`src/rtl/control_unit_pkg.sv`:
```
// Shared definitions for the control unit: opcodes, ALU select codes,
// instruction classes, FSM state encoding and the strobe bundle.
package control_unit_pkg;

  localparam logic [4:0] OP_LD   = 5'd0;
  localparam logic [4:0] OP_LDI  = 5'd1;
  localparam logic [4:0] OP_ST   = 5'd2;
  localparam logic [4:0] OP_ADD  = 5'd3;
  localparam logic [4:0] OP_SUB  = 5'd4;
  localparam logic [4:0] OP_AND  = 5'd5;
  localparam logic [4:0] OP_OR   = 5'd6;
  localparam logic [4:0] OP_SHR  = 5'd7;
  localparam logic [4:0] OP_SHRA = 5'd8;
  localparam logic [4:0] OP_SHL  = 5'd9;
  localparam logic [4:0] OP_ROR  = 5'd10;
  localparam logic [4:0] OP_ROL  = 5'd11;
  localparam logic [4:0] OP_ADDI = 5'd12;
  localparam logic [4:0] OP_ANDI = 5'd13;
  localparam logic [4:0] OP_ORI  = 5'd14;
  localparam logic [4:0] OP_MUL  = 5'd15;
  localparam logic [4:0] OP_DIV  = 5'd16;
  localparam logic [4:0] OP_NEG  = 5'd17;
  localparam logic [4:0] OP_NOT  = 5'd18;
  localparam logic [4:0] OP_BR   = 5'd19;
  localparam logic [4:0] OP_JR   = 5'd20;
  localparam logic [4:0] OP_JAL  = 5'd21;
  localparam logic [4:0] OP_IN   = 5'd22;
  localparam logic [4:0] OP_OUT  = 5'd23;
  localparam logic [4:0] OP_MFHI = 5'd24;
  localparam logic [4:0] OP_MFLO = 5'd25;
  localparam logic [4:0] OP_NOP  = 5'd26;
  localparam logic [4:0] OP_HALT = 5'd27;

  typedef enum logic [3:0] {
    ALU_NONE = 4'd0, ALU_ADD = 4'd1, ALU_SUB = 4'd2,  ALU_AND = 4'd3,
    ALU_OR   = 4'd4, ALU_SHR = 4'd5, ALU_SHRA = 4'd6, ALU_SHL = 4'd7,
    ALU_ROR  = 4'd8, ALU_ROL = 4'd9, ALU_MUL = 4'd10, ALU_DIV = 4'd11,
    ALU_NEG  = 4'd12, ALU_NOT = 4'd13
  } alu_e;

  typedef enum logic [3:0] {
    CL_NOP, CL_ALU, CL_IMM, CL_UNARY, CL_LDI, CL_LD, CL_ST, CL_MULDIV,
    CL_BR, CL_JR, CL_JAL, CL_IN, CL_OUT, CL_MFHI, CL_MFLO, CL_HALT
  } cls_e;

  typedef enum logic [3:0] {
    S_RESET = 4'd0, S_T0 = 4'd1, S_T1 = 4'd2, S_T2 = 4'd3, S_T3 = 4'd4,
    S_T4 = 4'd5, S_T5 = 4'd6, S_T6 = 4'd7, S_T7 = 4'd8, S_HALT = 4'd9
  } state_e;

  typedef struct packed {
    logic pc_out, pc_in, inc_pc;
    logic mar_in, mdr_in, mdr_out, read, wren;
    logic ir_in, y_in, zlow_in, zhigh_in, zlow_out, zhigh_out;
    logic gra, grb, grc, r_in, r_out, ba_out;
    logic c_out, con_in, inport_out, outport_en;
    logic lo_in, lo_out, hi_in, hi_out;
    alu_e ctrl;
    logic run;
  } strobes_t;

  // Final step of each instruction class; the FSM returns to T0 after it.
  function automatic state_e last_step(input cls_e c);
    state_e s;
    case (c)
      CL_ALU, CL_IMM, CL_LDI: s = S_T5;
      CL_UNARY, CL_JAL:       s = S_T4;
      CL_LD, CL_ST:           s = S_T7;
      CL_MULDIV, CL_BR:       s = S_T6;
      default:                s = S_T3;
    endcase
    return s;
  endfunction

endpackage

```
`src/rtl/control_unit_opcode_decode.sv`:
```
// Combinational opcode decode: instruction class plus the ALU select the
// class will drive during its ALU step.
module opcode_decode
  import control_unit_pkg::*;
(
  input  logic [4:0] opcode,
  output cls_e       cls,
  output alu_e       alu
);

  always_comb begin
    cls = CL_NOP;
    alu = ALU_NONE;
    case (opcode)
      OP_LD:   begin cls = CL_LD;     alu = ALU_ADD;  end
      OP_LDI:  begin cls = CL_LDI;    alu = ALU_ADD;  end
      OP_ST:   begin cls = CL_ST;     alu = ALU_ADD;  end
      OP_ADD:  begin cls = CL_ALU;    alu = ALU_ADD;  end
      OP_SUB:  begin cls = CL_ALU;    alu = ALU_SUB;  end
      OP_AND:  begin cls = CL_ALU;    alu = ALU_AND;  end
      OP_OR:   begin cls = CL_ALU;    alu = ALU_OR;   end
      OP_SHR:  begin cls = CL_ALU;    alu = ALU_SHR;  end
      OP_SHRA: begin cls = CL_ALU;    alu = ALU_SHRA; end
      OP_SHL:  begin cls = CL_ALU;    alu = ALU_SHL;  end
      OP_ROR:  begin cls = CL_ALU;    alu = ALU_ROR;  end
      OP_ROL:  begin cls = CL_ALU;    alu = ALU_ROL;  end
      OP_ADDI: begin cls = CL_IMM;    alu = ALU_ADD;  end
      OP_ANDI: begin cls = CL_IMM;    alu = ALU_AND;  end
      OP_ORI:  begin cls = CL_IMM;    alu = ALU_OR;   end
      OP_MUL:  begin cls = CL_MULDIV; alu = ALU_MUL;  end
      OP_DIV:  begin cls = CL_MULDIV; alu = ALU_DIV;  end
      OP_NEG:  begin cls = CL_UNARY;  alu = ALU_NEG;  end
      OP_NOT:  begin cls = CL_UNARY;  alu = ALU_NOT;  end
      OP_BR:   begin cls = CL_BR;     alu = ALU_ADD;  end
      OP_JR:   cls = CL_JR;
      OP_JAL:  cls = CL_JAL;
      OP_IN:   cls = CL_IN;
      OP_OUT:  cls = CL_OUT;
      OP_MFHI: cls = CL_MFHI;
      OP_MFLO: cls = CL_MFLO;
      OP_HALT: cls = CL_HALT;
      default: cls = CL_NOP;
    endcase
  end

endmodule

```
`src/rtl/control_unit.sv`:
```
// Moore control FSM: fetch T0-T2, class-specific steps T3-T7, HALT.
// All strobes decode from registered state (step, class, ALU op, branch take).
module control_unit
  import control_unit_pkg::*;
(
  input  logic        Clock,
  input  logic        Clear,
  input  logic [31:0] IR,
  input  logic        CON,
  output logic        PCout, PCin, IncPC,
  output logic        MARin, MDRin, MDRout, Read, wren,
  output logic        IRin, Yin, Zlowin, Zhighin, Zlowout, Zhighout,
  output logic        Gra, Grb, Grc, Rin, Rout, BAout,
  output logic        Cout, conInput, InPortout, outPortEnable,
  output logic        LOin, LOout, HIin, HIout,
  output logic [3:0]  ctrl,
  output logic        Run
);

  state_e   state, state_nxt;
  cls_e     cls_q, dec_cls;
  alu_e     op_q, dec_alu;
  logic     take_q;
  strobes_t s;
  logic     unused_ir;

  assign unused_ir = ^IR[26:0];

  opcode_decode u_dec (.opcode(IR[31:27]), .cls(dec_cls), .alu(dec_alu));

  always_ff @(posedge Clock or negedge Clear) begin
    if (!Clear) begin
      state  <= S_RESET;
      cls_q  <= CL_NOP;
      op_q   <= ALU_NONE;
      take_q <= 1'b0;
    end else begin
      state <= state_nxt;
      if (state == S_T2) begin
        cls_q <= dec_cls;
        op_q  <= dec_alu;
      end
      // Branch decision is frozen on the edge entering T6.
      if (state == S_T5) take_q <= CON;
    end
  end

  always_comb begin
    state_nxt = state;
    case (state)
      S_RESET: state_nxt = S_T0;
      S_T0:    state_nxt = S_T1;
      S_T1:    state_nxt = S_T2;
      S_T2:    state_nxt = S_T3;
      S_T3, S_T4, S_T5, S_T6, S_T7: begin
        if (cls_q == CL_HALT)                 state_nxt = S_HALT;
        else if (state == last_step(cls_q))   state_nxt = S_T0;
        else                                  state_nxt = state_e'(state + 4'd1);
      end
      S_HALT:  state_nxt = S_HALT;
      default: state_nxt = S_RESET;
    endcase
  end

  always_comb begin
    s     = '0;
    s.run = (state != S_HALT);
    case (state)
      S_T0: begin s.pc_out = 1'b1; s.mar_in = 1'b1; s.inc_pc = 1'b1; s.zlow_in = 1'b1; end
      S_T1: begin s.zlow_out = 1'b1; s.pc_in = 1'b1; s.read = 1'b1; s.mdr_in = 1'b1; end
      S_T2: begin s.mdr_out = 1'b1; s.ir_in = 1'b1; end
      S_T3: case (cls_q)
        CL_ALU, CL_IMM:      begin s.grb = 1'b1; s.r_out = 1'b1; s.y_in = 1'b1; end
        CL_UNARY:            begin s.grb = 1'b1; s.r_out = 1'b1; s.ctrl = op_q; s.zlow_in = 1'b1; end
        CL_LDI, CL_LD, CL_ST: begin s.grb = 1'b1; s.ba_out = 1'b1; s.y_in = 1'b1; end
        CL_MULDIV:           begin s.gra = 1'b1; s.r_out = 1'b1; s.y_in = 1'b1; end
        CL_BR:               begin s.gra = 1'b1; s.r_out = 1'b1; s.con_in = 1'b1; end
        CL_JR:               begin s.gra = 1'b1; s.r_out = 1'b1; s.pc_in = 1'b1; end
        CL_JAL:              begin s.pc_out = 1'b1; s.grb = 1'b1; s.r_in = 1'b1; end
        CL_IN:               begin s.inport_out = 1'b1; s.gra = 1'b1; s.r_in = 1'b1; end
        CL_OUT:              begin s.gra = 1'b1; s.r_out = 1'b1; s.outport_en = 1'b1; end
        CL_MFHI:             begin s.hi_out = 1'b1; s.gra = 1'b1; s.r_in = 1'b1; end
        CL_MFLO:             begin s.lo_out = 1'b1; s.gra = 1'b1; s.r_in = 1'b1; end
        default: ;
      endcase
      S_T4: case (cls_q)
        CL_ALU:              begin s.grc = 1'b1; s.r_out = 1'b1; s.ctrl = op_q; s.zlow_in = 1'b1; end
        CL_IMM, CL_LDI, CL_LD, CL_ST:
                             begin s.c_out = 1'b1; s.ctrl = op_q; s.zlow_in = 1'b1; end
        CL_UNARY:            begin s.zlow_out = 1'b1; s.gra = 1'b1; s.r_in = 1'b1; end
        CL_MULDIV:           begin s.grb = 1'b1; s.r_out = 1'b1; s.ctrl = op_q;
                                   s.zlow_in = 1'b1; s.zhigh_in = 1'b1; end
        CL_BR:               begin s.pc_out = 1'b1; s.y_in = 1'b1; end
        CL_JAL:              begin s.gra = 1'b1; s.r_out = 1'b1; s.pc_in = 1'b1; end
        default: ;
      endcase
      S_T5: case (cls_q)
        CL_ALU, CL_IMM, CL_LDI: begin s.zlow_out = 1'b1; s.gra = 1'b1; s.r_in = 1'b1; end
        CL_LD, CL_ST:        begin s.zlow_out = 1'b1; s.mar_in = 1'b1; end
        CL_MULDIV:           begin s.zlow_out = 1'b1; s.lo_in = 1'b1; end
        CL_BR:               begin s.c_out = 1'b1; s.ctrl = op_q; s.zlow_in = 1'b1; end
        default: ;
      endcase
      S_T6: case (cls_q)
        CL_LD:               begin s.read = 1'b1; s.mdr_in = 1'b1; end
        CL_ST:               begin s.gra = 1'b1; s.r_out = 1'b1; s.mdr_in = 1'b1; end
        CL_MULDIV:           begin s.zhigh_out = 1'b1; s.hi_in = 1'b1; end
        CL_BR:               begin s.zlow_out = take_q; s.pc_in = take_q; end
        default: ;
      endcase
      S_T7: case (cls_q)
        CL_LD:               begin s.mdr_out = 1'b1; s.gra = 1'b1; s.r_in = 1'b1; end
        CL_ST:               s.wren = 1'b1;
        default: ;
      endcase
      default: ;
    endcase
  end

  assign PCout = s.pc_out;        assign PCin = s.pc_in;         assign IncPC = s.inc_pc;
  assign MARin = s.mar_in;        assign MDRin = s.mdr_in;       assign MDRout = s.mdr_out;
  assign Read = s.read;           assign wren = s.wren;          assign IRin = s.ir_in;
  assign Yin = s.y_in;            assign Zlowin = s.zlow_in;     assign Zhighin = s.zhigh_in;
  assign Zlowout = s.zlow_out;    assign Zhighout = s.zhigh_out; assign Gra = s.gra;
  assign Grb = s.grb;             assign Grc = s.grc;            assign Rin = s.r_in;
  assign Rout = s.r_out;          assign BAout = s.ba_out;       assign Cout = s.c_out;
  assign conInput = s.con_in;     assign InPortout = s.inport_out;
  assign outPortEnable = s.outport_en;
  assign LOin = s.lo_in;          assign LOout = s.lo_out;       assign HIin = s.hi_in;
  assign HIout = s.hi_out;        assign ctrl = s.ctrl;          assign Run = s.run;

endmodule

```
`config.mk`:
```
export PLATFORM = sky130hd
export DESIGN_NAME = control_unit
export DESIGN_NICKNAME = d
export VERILOG_FILES = /design/src/rtl/control_unit_pkg.sv /design/src/rtl/control_unit_opcode_decode.sv /design/src/rtl/control_unit.sv
export SDC_FILE = /design/constraint.sdc
export NUM_CORES = 1
export LEC_CHECK = 0
export BUFFER_PORTS_ARGS = -buffer_cell sky130_fd_sc_hd__buf_2
export CAP_MARGIN = 10
export CORE_ASPECT_RATIO = 0.5
export CORE_MARGIN = 1
export CORE_UTILIZATION = 32
export DETAILED_ROUTE_END_ITERATION = 10
export REMOVE_ABC_BUFFERS = 1
export SYNTH_ARGS = -nofsm -noshare
export SYNTH_HDL_FRONTEND = slang
export SYNTH_SLANG_ARGS = --single-unit
```
`constraint.sdc`:
```
create_clock -name Clock -period 2.4 [get_ports Clock]
set_clock_uncertainty 0.2 [all_clocks]
set_input_delay 0.24 -clock Clock [delete_from_list [all_inputs] [get_ports Clock]]
set_output_delay 0.24 -clock Clock [all_outputs]
set_load 0.05 [all_outputs]
```
Word level (Yosys, flattened, before mapping)
Memories as Yosys holds them, arrays and structs flattened.
Index checks and enable logic that the tools add are counted.
- bits in registers: 13
- bits in read-only memories: 64
- input port bits: 35
- output and inout bits: 33
- logic and storage cells: 139
- memories kept: 1
- memory list (memory ; depth ; width ; read ports ; clocked after Yosys merged registers in ; write ports ; line ; RTL):
    (no name shown) ; 16 ; 4 ; 1 ; 0 ; 0 ; control_unit_pkg.sv:65 ; case (c)
- add/sub/neg operators: 1
- equality and inequality tests: 52
- multiplexer cells: 60
- reductions and logical operators: 21
- operators with widths (operator ; count):
    4-bit one-hot mux with 15 select lines ; 1
    5-bit equality test (second input constant) ; 11
    4-bit one-hot mux with 13 select lines ; 1
    4-bit equality test (second input constant) ; 10
    5-bit by 4-bit equality test with 1-bit output (second input constant) ; 8
    1-bit two-way mux ; 34
    4-bit by 3-bit equality test with 1-bit output (second input constant) ; 8
    4-bit two-way mux ; 7
    4-bit one-hot mux with 6 select lines ; 1
    7-bit OR reduction ; 3
    5-bit by 3-bit equality test with 1-bit output (second input constant) ; 4
    4-bit by 2-bit equality test with 1-bit output (second input constant) ; 4
    1-bit one-hot mux with 4 select lines ; 4
    1-bit one-hot mux with 2 select lines ; 7
    4-bit one-hot mux with 3 select lines ; 1
    2-bit OR reduction ; 6
    3-bit OR reduction ; 4
    6-bit OR reduction ; 2
    5-bit by 2-bit equality test with 1-bit output (second input constant) ; 2
    9-bit OR reduction ; 1
    4-bit by 1-bit equality test with 1-bit output (second input constant) ; 2
    4-bit OR reduction ; 2
    1-bit one-hot mux with 3 select lines ; 2
    5-bit by 1-bit equality test with 1-bit output (second input constant) ; 1
    other kinds (8) ; 8

Logic depth before layout (Yosys ltp)
- depth in word-level cells: 7
- mapped depth: 7

Hierarchy
Synthesis repeated with hierarchy kept, for this count alone.
- cells, all modules: 234
- area total of the unflattened synthesis: 1779.2 µm²
- by module, submodules not included (module ; instances ; cells an instance ; area an instance (µm²) ; sequential area each (µm²)):
    control_unit ; 1 ; 182 ; 1432.6 ; 325.3
    opcode_decode ; 1 ; 52 ; 346.6 ; 0.0

Worst setup path after synthesis
No wires, ideal clock.
- path kind: register to output
- start point: reg cls_q[0]
- end point: out ctrl[0]
- data arrival time: 2.557 ns
- path slack: -0.597 ns
- stages on the path, launching flop included: 7
- cells stage by stage: dfrtp_1 ha_1 nor2b_1 nand2_1 nor2_1 nor4_4 nor2b_1
- longest elaborated chain between the ends: 4
- RTL lines (element ; line ; RTL):
    start, declared ; control_unit.sv:21 ; cls_e cls_q, dec_cls;
    start signal, assigned ; control_unit.sv:40 ; cls_q <= dec_cls;
    4-bit by 3-bit equality test with 1-bit output (tied with other cells) ; control_unit.sv:86 ; S_T4: case (cls_q)
    6-bit OR reduction (no source line) ; - ;
    4-bit two-way mux ; control_unit.sv:86 ;
    4-bit one-hot mux with 3 select lines * ; control_unit.sv:68 ; case (state)
    end, declared ; control_unit.sv:16 ; output logic [3:0] ctrl,
Mark *: on every way between the ends. The rest lies on a longest branch, timed or not.

Final worst setup path
- start point: reg state[0]
- end point: out ctrl[1]
- longest elaborated chain between the ends: 2
- RTL lines (element ; line ; RTL):
    start, declared ; control_unit.sv:20 ; state_e state, state_nxt;
    start signal, assigned ; control_unit.sv:38 ; state <= state_nxt;
    4-bit by 3-bit equality test with 1-bit output ; control_unit.sv:68 ;
    4-bit one-hot mux with 3 select lines * ; control_unit.sv:68 ;
Marked as above.

==> flow_metrics.env <==
export IMPL_outcome="finished with violations"
export IMPL_violations="setup timing"
export IMPL_dieWidth_um=102.4
export IMPL_cts_reportedPaths_clkPinSlew_ns=0.05
export IMPL_clock_root_buffer="clkbuf_8"
export IMPL_place_area_um2=2026
export IMPL_clk_latency_ns=0.23
export IMPL_syn2layout_area_growth_pct=46.35
export IMPL_synth_ff_type="dfrtp_1"
export IMPL_maxCapViolCount=0
export IMPL_cp_cell_sequence="inv_2 -> ha_2 -> and3b_1 -> and3_1 -> nor4_4 -> buf_4 -> nor2b_1 -> buf_6"
export IMPL_fin_area_um2=2359
export IMPL_synth_largest_area_cell="dfrtp_1"
export IMPL_drtIter0Drc=62
export IMPL_hold_viol_final=0
export IMPL_grt_pass1_wl_mm=7.790
export IMPL_rsz0062_at_grt="yes"
export IMPL_dpl_hpwl_mm=3.638
export IMPL_ioPinCount=68
export IMPL_p_leak_nw=1.163
export IMPL_die_y_um=52.18
export IMPL_tightestPinTransition_ns=0.5680
export IMPL_place_ws_ns=-0.008425
export IMPL_grt_max_degree=21
export IMPL_yosys_top_cells_area="dfrtp_1, ha_1, nor2b_1"
export IMPL_fmax_mhz=397.0
export IMPL_synth_edff_count=0
export IMPL_drt_wl_total_mm=4.861
export IMPL_setup_slack_ns=-0.1190
export IMPL_period_minus_slack_ns=2.519
export IMPL_ys_ff_latch=13
export IMPL_core_region_area_um2=4616
export IMPL_async_flop_share_pct=100.0
export IMPL_std_cell_rows=17
export IMPL_arrival_ns=2.08
export IMPL_cts_buffer_depth=2
export IMPL_synth_seq_area_share_pct=20.19
export IMPL_layout_commonest_cell="buf_4"
export IMPL_gp_congestion=0.8697
export IMPL_crit_type="register to primary output"
export IMPL_netlist_instances=220
export IMPL_setup_viol=10
export IMPL_synth_cell_type_count=47
export IMPL_place_inst=338
export IMPL_cts_tree="yes"
export IMPL_stdcell_count=351
export IMPL_start_kind="register"
export IMPL_syn_area_per_cell_um2=7.325
export IMPL_routedWlPerCell_um=13.85
export IMPL_fin_util_pct=51.10
export IMPL_track_usage_pct=18.55
export IMPL_cpPeakStageDelay_ns=0.44
export IMPL_drcViolationCount=0
export IMPL_crit_path_max_fanout=4
export IMPL_htree_levels=1
export IMPL_layout_common_cells="buf_4, buf_2, a21oi_1"
export IMPL_clock_sinks=13
export IMPL_antenna_cells=0
export IMPL_drt_first_pass_iters=4
export IMPL_cts_buffers_inserted=3
export IMPL_maxSlewViolCount=0
export IMPL_critical_path_top_delay_family="simple AND/OR/NAND/NOR gates"
export IMPL_relSlewSlack_pct=62.06
export IMPL_vdd_ir_drop_max_mv=0.5562
export IMPL_cp_slowest_cell="dfrtp_1"
export IMPL_rrSetupSlack_ns=0.11
export IMPL_synth_top_area_share_pct=20.19
export IMPL_nets=329
export IMPL_cp_data_required_time_ns=1.96
export IMPL_final_antenna_net_count=0
export IMPL_end_kind="primary output"
export IMPL_route_vias_total=1821
export IMPL_period_share_pct=105.0
export IMPL_power_density_nw_per_um2=1336
export IMPL_path_buf_inv=3
export IMPL_grt_pass1_vias=1673
export IMPL_drive_above_1_share_pct=40.35
export IMPL_overflow=0
export IMPL_yosysWarnings=0
export IMPL_start_util_pct=34.91
export IMPL_die_area_um2=5341
export IMPL_post_drt_via_cell_ratio=5.188
export IMPL_hold_path_class="input port to register"
export IMPL_port_buffers=40
export IMPL_synthesis_area_um2=1612
export IMPL_antenna_found_initial=0
[cell usage after synthesis (3+ instances only)]
library cell / number
a21o_1: 3
a21oi_1: 17
a31oi_1: 3
and2_1: 4
and3_1: 8
and3b_1: 4
and4_1: 3
buf_2: 6
clkbuf_1: 8
dfrtp_1: 13
ha_1: 8
inv_1: 9
nand2_1: 17
nand2b_1: 6
nand3_1: 12
nor2_1: 18
nor2b_1: 15
nor3_1: 5
o211ai_1: 4
o21a_1: 3
o21ai_0: 13
o221ai_1: 3
[through the flow]
step                      power, mW  hold slack [ns]  TNS [ns]
after global placement        2.489         -0.07076         0
after floorplan               1.815          -0.2556    -3.493
final                         3.152          0.05424   -0.7867
after global routing          3.366          0.05211    -2.022
after CTS                     2.966          0.05211   -0.4836
after detailed placement      2.518         -0.06191  -0.01226
[timing repair]
item,in CTS,in global routing
hold endpoints to repair,13,0
setup buffers,7,1
resized for setup,43,22
hold buffers,1,0
pin swaps,10,7
endpoints found under the setup margin,13,19
[flip-flops by register name, indices dropped and copies added, names as in the netlist]
| signal | count |
|---|---|
| take_q | 1 |
| op_q | 4 |
| cls_q | 4 |
| state | 4 |
[cell type report]
cell class / count / area (um2)
Sequential cell: 13 / 330.3
Clock buffer: 4 / 45.04
Tap cell: 66 / 82.58
Inverter: 9 / 33.78
Timing Repair Buffer: 79 / 563.0
Multi-Input combinational cell: 180 / 1304
Fill cell: 453 / 2257
[power breakdown]
part	total, mW	switching, mW	internal [mW]
Combinational	2.50	1.45	1.05
Sequential	0.472	0.139	0.332
Clock	0.183	0.0670	0.116
Total	3.15	1.66	1.49
[worst paths after layout]
kind,depth (start not counted),endpoint,startpoint
min in group asynchronous,2,op_q[1]$_DFFE_PN0P_,Clear
max reg2reg,8,state[0]$_DFF_PN0_,cls_q[1]$_DFFE_PN0P_
max,8,ctrl[1],state[0]$_DFF_PN0_
max in group asynchronous,2,state[3]$_DFF_PN0_,Clear
min,2,take_q$_DFFE_PN0N_,CON
min reg2reg,1,op_q[3]$_DFFE_PN0P_,op_q[3]$_DFFE_PN0P_
[layer usage]
| layer | wire (um) | share of wire (%) | GRT usage (%) | vias to the layer above |
|---|---|---|---|---|
| li1 | - | - | - | 922 |
| met5 | 0 | 0 | 0 | - |
| met1 | 2421 | 50 | 26.32 | 856 |
| met2 | 2267 | 47 | 31.32 | 41 |
| met3 | 144 | 3.0 | 0.8000 | 2 |
| met4 | 27 | 0.56 | 4.286 | 0 |
[cell families (layout without fill, tap and decap cells)]
logic type	after synthesis	count (layout)	synth area share (%)
AND/OR/NAND/NOR	102	102	35.79
AO/OA/AOI/OAI	63	63	25.62
buffers and inverters	27	92	7.919
flip-flops	13	13	20.19
adder cells (fa/ha/maj)	8	8	6.211
multiplexers	4	4	2.640
XOR/XNOR	3	3	1.631
(Power assumes the default switching activity.)
